--- config.mk ---
export PLATFORM = sky130hd
export DESIGN_NAME = perspective_correct
export DESIGN_NICKNAME = d
export VERILOG_FILES = /design/src/rtl/perspective_correct.sv
export SDC_FILE = /design/constraint.sdc
export NUM_CORES = 2
export LEC_CHECK = 0
export BUFFER_PORTS_ARGS = -buffer_cell sky130_fd_sc_hd__buf_4
export CAP_MARGIN = 25
export CORE_MARGIN = 3
export CORE_UTILIZATION = 41
export DETAILED_ROUTE_END_ITERATION = 7
export HOLD_SLACK_MARGIN = 0.03
export RECOVER_POWER = 50
export SYNTH_ARGS = -nofsm -noshare
export SYNTH_HDL_FRONTEND = slang
export SYNTH_SLANG_ARGS = --single-unit
export TNS_END_PERCENT = 5
--- constraint.sdc ---
create_clock -name clk -period 16.5 [get_ports clk]
set_input_delay 4.95 -clock clk [delete_from_list [all_inputs] [get_ports clk]]
set_output_delay 4.95 -clock clk [all_outputs]
set_load 0.005 [all_outputs]
--- src/rtl/perspective_correct.sv ---
// Perspective-correction stage: takes interpolated 1/w, u/w, v/w, fetches w from an
// external reciprocal unit and emits u = (u/w)*w and v = (v/w)*w in saturated Q18.14.
module perspective_correct #(
    parameter int FRAC_BITS = 14,
    parameter int TAG_WIDTH = 32
) (
    input  logic                 clk,
    input  logic                 reset_i,
    input  logic                 valid_i,
    output logic                 ready_o,
    input  logic [31:0]          inv_w_i,
    input  logic [31:0]          u_w_i,
    input  logic [31:0]          v_w_i,
    input  logic [TAG_WIDTH-1:0] tag_i,
    output logic                 recip_start_o,
    output logic [31:0]          recip_x_o,
    input  logic [31:0]          recip_z_i,
    input  logic                 recip_done_i,
    output logic                 valid_o,
    input  logic                 ready_i,
    output logic [31:0]          u_o,
    output logic [31:0]          v_o,
    output logic [TAG_WIDTH-1:0] tag_o
);

    typedef enum logic [2:0] {
        S_IDLE  = 3'd0,
        S_START = 3'd1,
        S_WAIT  = 3'd2,
        S_MUL_U = 3'd3,
        S_MUL_V = 3'd4,
        S_OUT   = 3'd5
    } state_t;

    // Arithmetic shift back to Q18.14, then clamp into the signed 32-bit range.
    function automatic logic [31:0] sat32(input logic signed [63:0] prod);
        logic signed [63:0] shifted;
        shifted = prod >>> FRAC_BITS;
        if (shifted > 64'sh0000_0000_7FFF_FFFF) begin
            sat32 = 32'h7FFF_FFFF;
        end else if (shifted < 64'shFFFF_FFFF_8000_0000) begin
            sat32 = 32'h8000_0000;
        end else begin
            sat32 = shifted[31:0];
        end
    endfunction

    state_t                 r_state;
    state_t                 w_next;
    logic                   w_accept;
    logic                   r_start;
    logic [31:0]            r_inv_w;
    logic [31:0]            r_u_w;
    logic [31:0]            r_v_w;
    logic [31:0]            r_w;
    logic [TAG_WIDTH-1:0]   r_tag;
    logic                   r_valid;
    logic [31:0]            r_u;
    logic [31:0]            r_v;
    logic [TAG_WIDTH-1:0]   r_tag_o;
    logic [31:0]            w_mul_a;
    logic signed [63:0]     w_mul_a_ext;
    logic signed [63:0]     w_mul_b_ext;
    logic signed [63:0]     w_prod;

    // Ready must drop combinationally with reset so it reads 0 during reset and 1 right after.
    assign ready_o  = (r_state == S_IDLE) && !reset_i;
    assign w_accept = valid_i && ready_o;

    // Next-state logic.
    always_comb begin
        w_next = r_state;
        case (r_state)
            S_IDLE: begin
                if (w_accept) begin
                    w_next = S_START;
                end else begin
                    w_next = S_IDLE;
                end
            end
            S_START: begin
                w_next = S_WAIT;
            end
            S_WAIT: begin
                if (recip_done_i) begin
                    w_next = S_MUL_U;
                end else begin
                    w_next = S_WAIT;
                end
            end
            S_MUL_U: begin
                w_next = S_MUL_V;
            end
            S_MUL_V: begin
                w_next = S_OUT;
            end
            S_OUT: begin
                if (ready_i) begin
                    w_next = S_IDLE;
                end else begin
                    w_next = S_OUT;
                end
            end
            default: begin
                w_next = S_IDLE;
            end
        endcase
    end

    // One shared multiplier: u/w in MUL_U, v/w in MUL_V.
    always_comb begin
        w_mul_a = r_u_w;
        if (r_state == S_MUL_V) begin
            w_mul_a = r_v_w;
        end else begin
            w_mul_a = r_u_w;
        end
    end

    assign w_mul_a_ext = {{32{w_mul_a[31]}}, w_mul_a};
    assign w_mul_b_ext = {{32{r_w[31]}}, r_w};
    assign w_prod      = w_mul_a_ext * w_mul_b_ext;

    // State register, operand capture, reciprocal handshake and result registers.
    always_ff @(posedge clk) begin
        if (reset_i) begin
            r_state <= S_IDLE;
            r_start <= 1'b0;
            r_inv_w <= 32'd0;
            r_u_w   <= 32'd0;
            r_v_w   <= 32'd0;
            r_w     <= 32'd0;
            r_tag   <= {TAG_WIDTH{1'b0}};
            r_valid <= 1'b0;
            r_u     <= 32'd0;
            r_v     <= 32'd0;
            r_tag_o <= {TAG_WIDTH{1'b0}};
        end else begin
            r_state <= w_next;
            r_start <= w_accept;
            r_valid <= (w_next == S_OUT);
            if (w_accept) begin
                r_inv_w <= inv_w_i;
                r_u_w   <= u_w_i;
                r_v_w   <= v_w_i;
                r_tag   <= tag_i;
            end
            // Done is only meaningful while waiting; stray pulses elsewhere are dropped.
            if ((r_state == S_WAIT) && recip_done_i) begin
                r_w <= recip_z_i;
            end
            if (r_state == S_MUL_U) begin
                r_u <= sat32(w_prod);
            end
            if (r_state == S_MUL_V) begin
                r_v     <= sat32(w_prod);
                r_tag_o <= r_tag;
            end
        end
    end

    assign recip_start_o = r_start;
    assign recip_x_o     = r_inv_w;
    assign valid_o       = r_valid;
    assign u_o           = r_u;
    assign v_o           = r_v;
    assign tag_o         = r_tag_o;

endmodule

==> flow_summary.ini <==
[sta]
fin_crit_sh_pct = 76.1
clock.fmax_ghz = 0.0797
skew_ps = 40.1
setup_viol = 0
grt_setup_unrepaired = no
relSlewSlack_pct = -187
worst_slew_pin_slew_ps = 4300
slew_violations = 204
hold_viol = 0
layout_min_cycle_time_ps = 12550
setup_tns_ps = 0

[job]
maxCapViolCount = 3

[die]
rows = 121
die_y_um = 340
die_area_mm2 = 0.116
core_area_mm2 = 0.110
die_w_um = 340
io-pin-count = 296
start_util_pct = 41.7

[critical_path]
worstSetupStartpointType = input pin
critPathArrivalTime_ps = 12860
crit_path_end_kind = flip-flop
critPathMaxFanout = 95
crit_type = in -> reg
critPathLaunch = reset_i
r2r-start = r_state[2]$_SDFF_PP0_
cp.required_ps = 16800

[clock_network]
clock_latency_ps = 650
cts_max_path_buffers = 3
clk_pin_slew_ps = 60
postCtsHoldBufs = 0
clock-root-buffer = clkbuf_16
clock_sinks = 261
cts_tree = done
cts_inserted_buffers = 31
post_cts_buffers = 0
cts-resized-gates = 0
ctsHtreeMaxLevel = 1

[place]
routabilityCongestion = 0.911
place_area_mm2 = 0.0492
port_buffers = 295
hpwl_um = 104000

[synth]
synthFlopType = dfxtp_1
async_reset_ff_share_pct = 0
syn_nets = 6543
ys_seq_area_share_pct = 11.4
synth-warning-count = 0
synth.area.top_cells = fa_1 (47%), dfxtp_1 (11%), nand2_1 (9.1%), inv_1 (7.5%), and2_1 (7.1%)
synth_top_area_share_pct = 47.3
syn_avg_cell_area_um2 = 8.94
netlist_area_mm2 = 0.0457
synth_area_leader_cell = fa_1
synth_edf_count = 0
ys_ff_latch = 261
yosysUniqueCellTypes = 71
synthCells = 5117

[finish]
synthToLayoutAreaGrowth_pct = 9.23
seq_area_mm2 = 0.00523
final_common_cell = nand2_1
final_area_mm2 = 0.0500
layout-drive-gt1-share_pct = 7.19
multi_input_area_mm2 = 0.0359
fillCellCount = 10800
final_cell_mix = nand2_1 (1101), fa_1 (1081), inv_1 (917)
layout.nets = 6632

[power]
p_sw_share_pct = 33.9
power.share.sequential_pct = 36.4
p_per_area_mw_per_mm2 = 36.9
power_leakage_nw = 23.5
internal_power_mw = 1.22
switchingPower_mw = 0.624
pwr-share-clk_pct = 39.1
p_comb_share_pct = 24.5
vdd_drop_max_uv = 88.7

[grt]
grt_max_degree = 101
grt-ovfl-total = 0
grt_pass1_wl_um = 210000
grt_pass1_vias = 36800
track_usage_pct = 22.8
antenna_found_initial = 1

[route]
vias_per_cell = 5.12
detail_route.wirelength_um = 129000
antenna_left = 0
firstDrtPassIters = 7
drc_errors = 0
vias = 34400
first_iter_violations = 2084
wl_per_cell_um = 19.3

[status]
outcome = complete, but fails checks
violations = max-capacitance violations, max-slew violations

[hold_path]
hp-start = r_tag[26]$_SDFFE_PP0P_
hold_path_class = reg -> reg
[metrics by stage]
stage                     std cells  utilization, %  hold WS, ps  worst slack [ps]  power [mW]
after global routing           6704            45.5          460              3210        1.93
after CTS                      6703            45.8          418              5260        1.87
final                          6705            45.5          434              3950        1.84
after global placement         6646            44.8          437              5300        1.13
after detailed placement       6648            44.9          442              5320        1.14
after floorplan                5117               -          432              6260       0.947
[worst max-delay path, stage by stage]
cell and delay, ps:
clkbuf_1 1730, clkbuf_1 2640, clkbuf_1 320, clkbuf_1 3040, a21oi_1 50
[layout make-up]
cell class	instances	area share, %
Timing Repair Buffer	371	4.98
Sequential cell	261	10.5
Inverter	918	6.90
Clock buffer	43	1.80
Tap cell	1476	3.70
Antenna cell	1	0.00501
Multi-Input combinational cell	3623	71.9
Clock inverter	12	0.295
[synthesized netlist by cell type, types with 5 or more instances]
library cell and number:
o21a_1 7, ha_1 180, a21oi_1 274, o21bai_1 13
a211oi_1 14, nor2b_1 8, inv_1 918, o21ai_1 8
buf_1 5, nor2_1 82, or2_2 10, a21o_1 18
xnor2_1 36, dfxtp_1 261, a31oi_1 5, nand3_1 12
fa_1 1081, nor4_1 7, or3_1 5, and2_1 517
nand2_1 1107, clkbuf_1 286, o21ai_0 38, xor2_1 25
o211ai_1 5, buf_2 24, nor3_1 18, o311ai_1 61
nand4_1 32
[worst paths after layout]
| path | endpoint | slack (ps) | depth (start not counted) |
|---|---|---|---|
| worst max register to register | u_o[20]$_SDFFE_PP0P_ | 5340 | 31 |
| worst min register to register | tag_o[26]$_SDFFE_PP0P_ | 430 | 2 |
| worst max-delay path | recip_x_o[26]$_SDFFE_PP0P_ | 3950 | 5 |
| worst min-delay path | tag_o[26]$_SDFFE_PP0P_ | 430 | 2 |
[power groups by stage]
stage	sequential (mW)	clock, mW	combinational, mW
global placement	0.684	0	0.451
floorplan	0.681	0	0.266
detailed placement	0.684	0	0.454
CTS	0.670	0.739	0.458
global route	0.673	0.760	0.498
finish	0.671	0.720	0.452
[routing by layer]
layer	vias to the layer above	global-route usage (%)	routed length, µm
li1	15400	-	-
met1	17900	31.3	55700
met2	915	39.3	64100
met3	126	2.46	6910
met4	0	4.40	2480
met5	-	0	0
[logic make-up (layout without fill, tap and decap cells)]
family | count (synthesis) | after routing | synth area share (%)
AND/OR/NAND/NOR | 1817 | 1817 | 18.4
adder cells (fa/ha/maj) | 1261 | 1261 | 52.2
buffers and inverters | 1233 | 1344 | 10.2
AO/OA/AOI/OAI | 480 | 480 | 6.48
flip-flops | 261 | 261 | 11.4
XOR/XNOR | 61 | 61 | 1.17
multiplexers | 4 | 4 | 0.0957
other | 0 | 1 | 0
[registers in the layout, summed over array words and instances, names as in the netlist]
| name | flops |
|---|---|
| tag_o | 32 |
| recip_x_o | 32 |
| recip_start_o | 1 |
| r_tag | 32 |
| u_o | 32 |
| v_o | 32 |
| r_state | 3 |
| r_v_w | 32 |
| valid_o | 1 |
| r_w | 32 |
| r_u_w | 32 |
No activity file was read; power rests on OpenSTA's default activity.
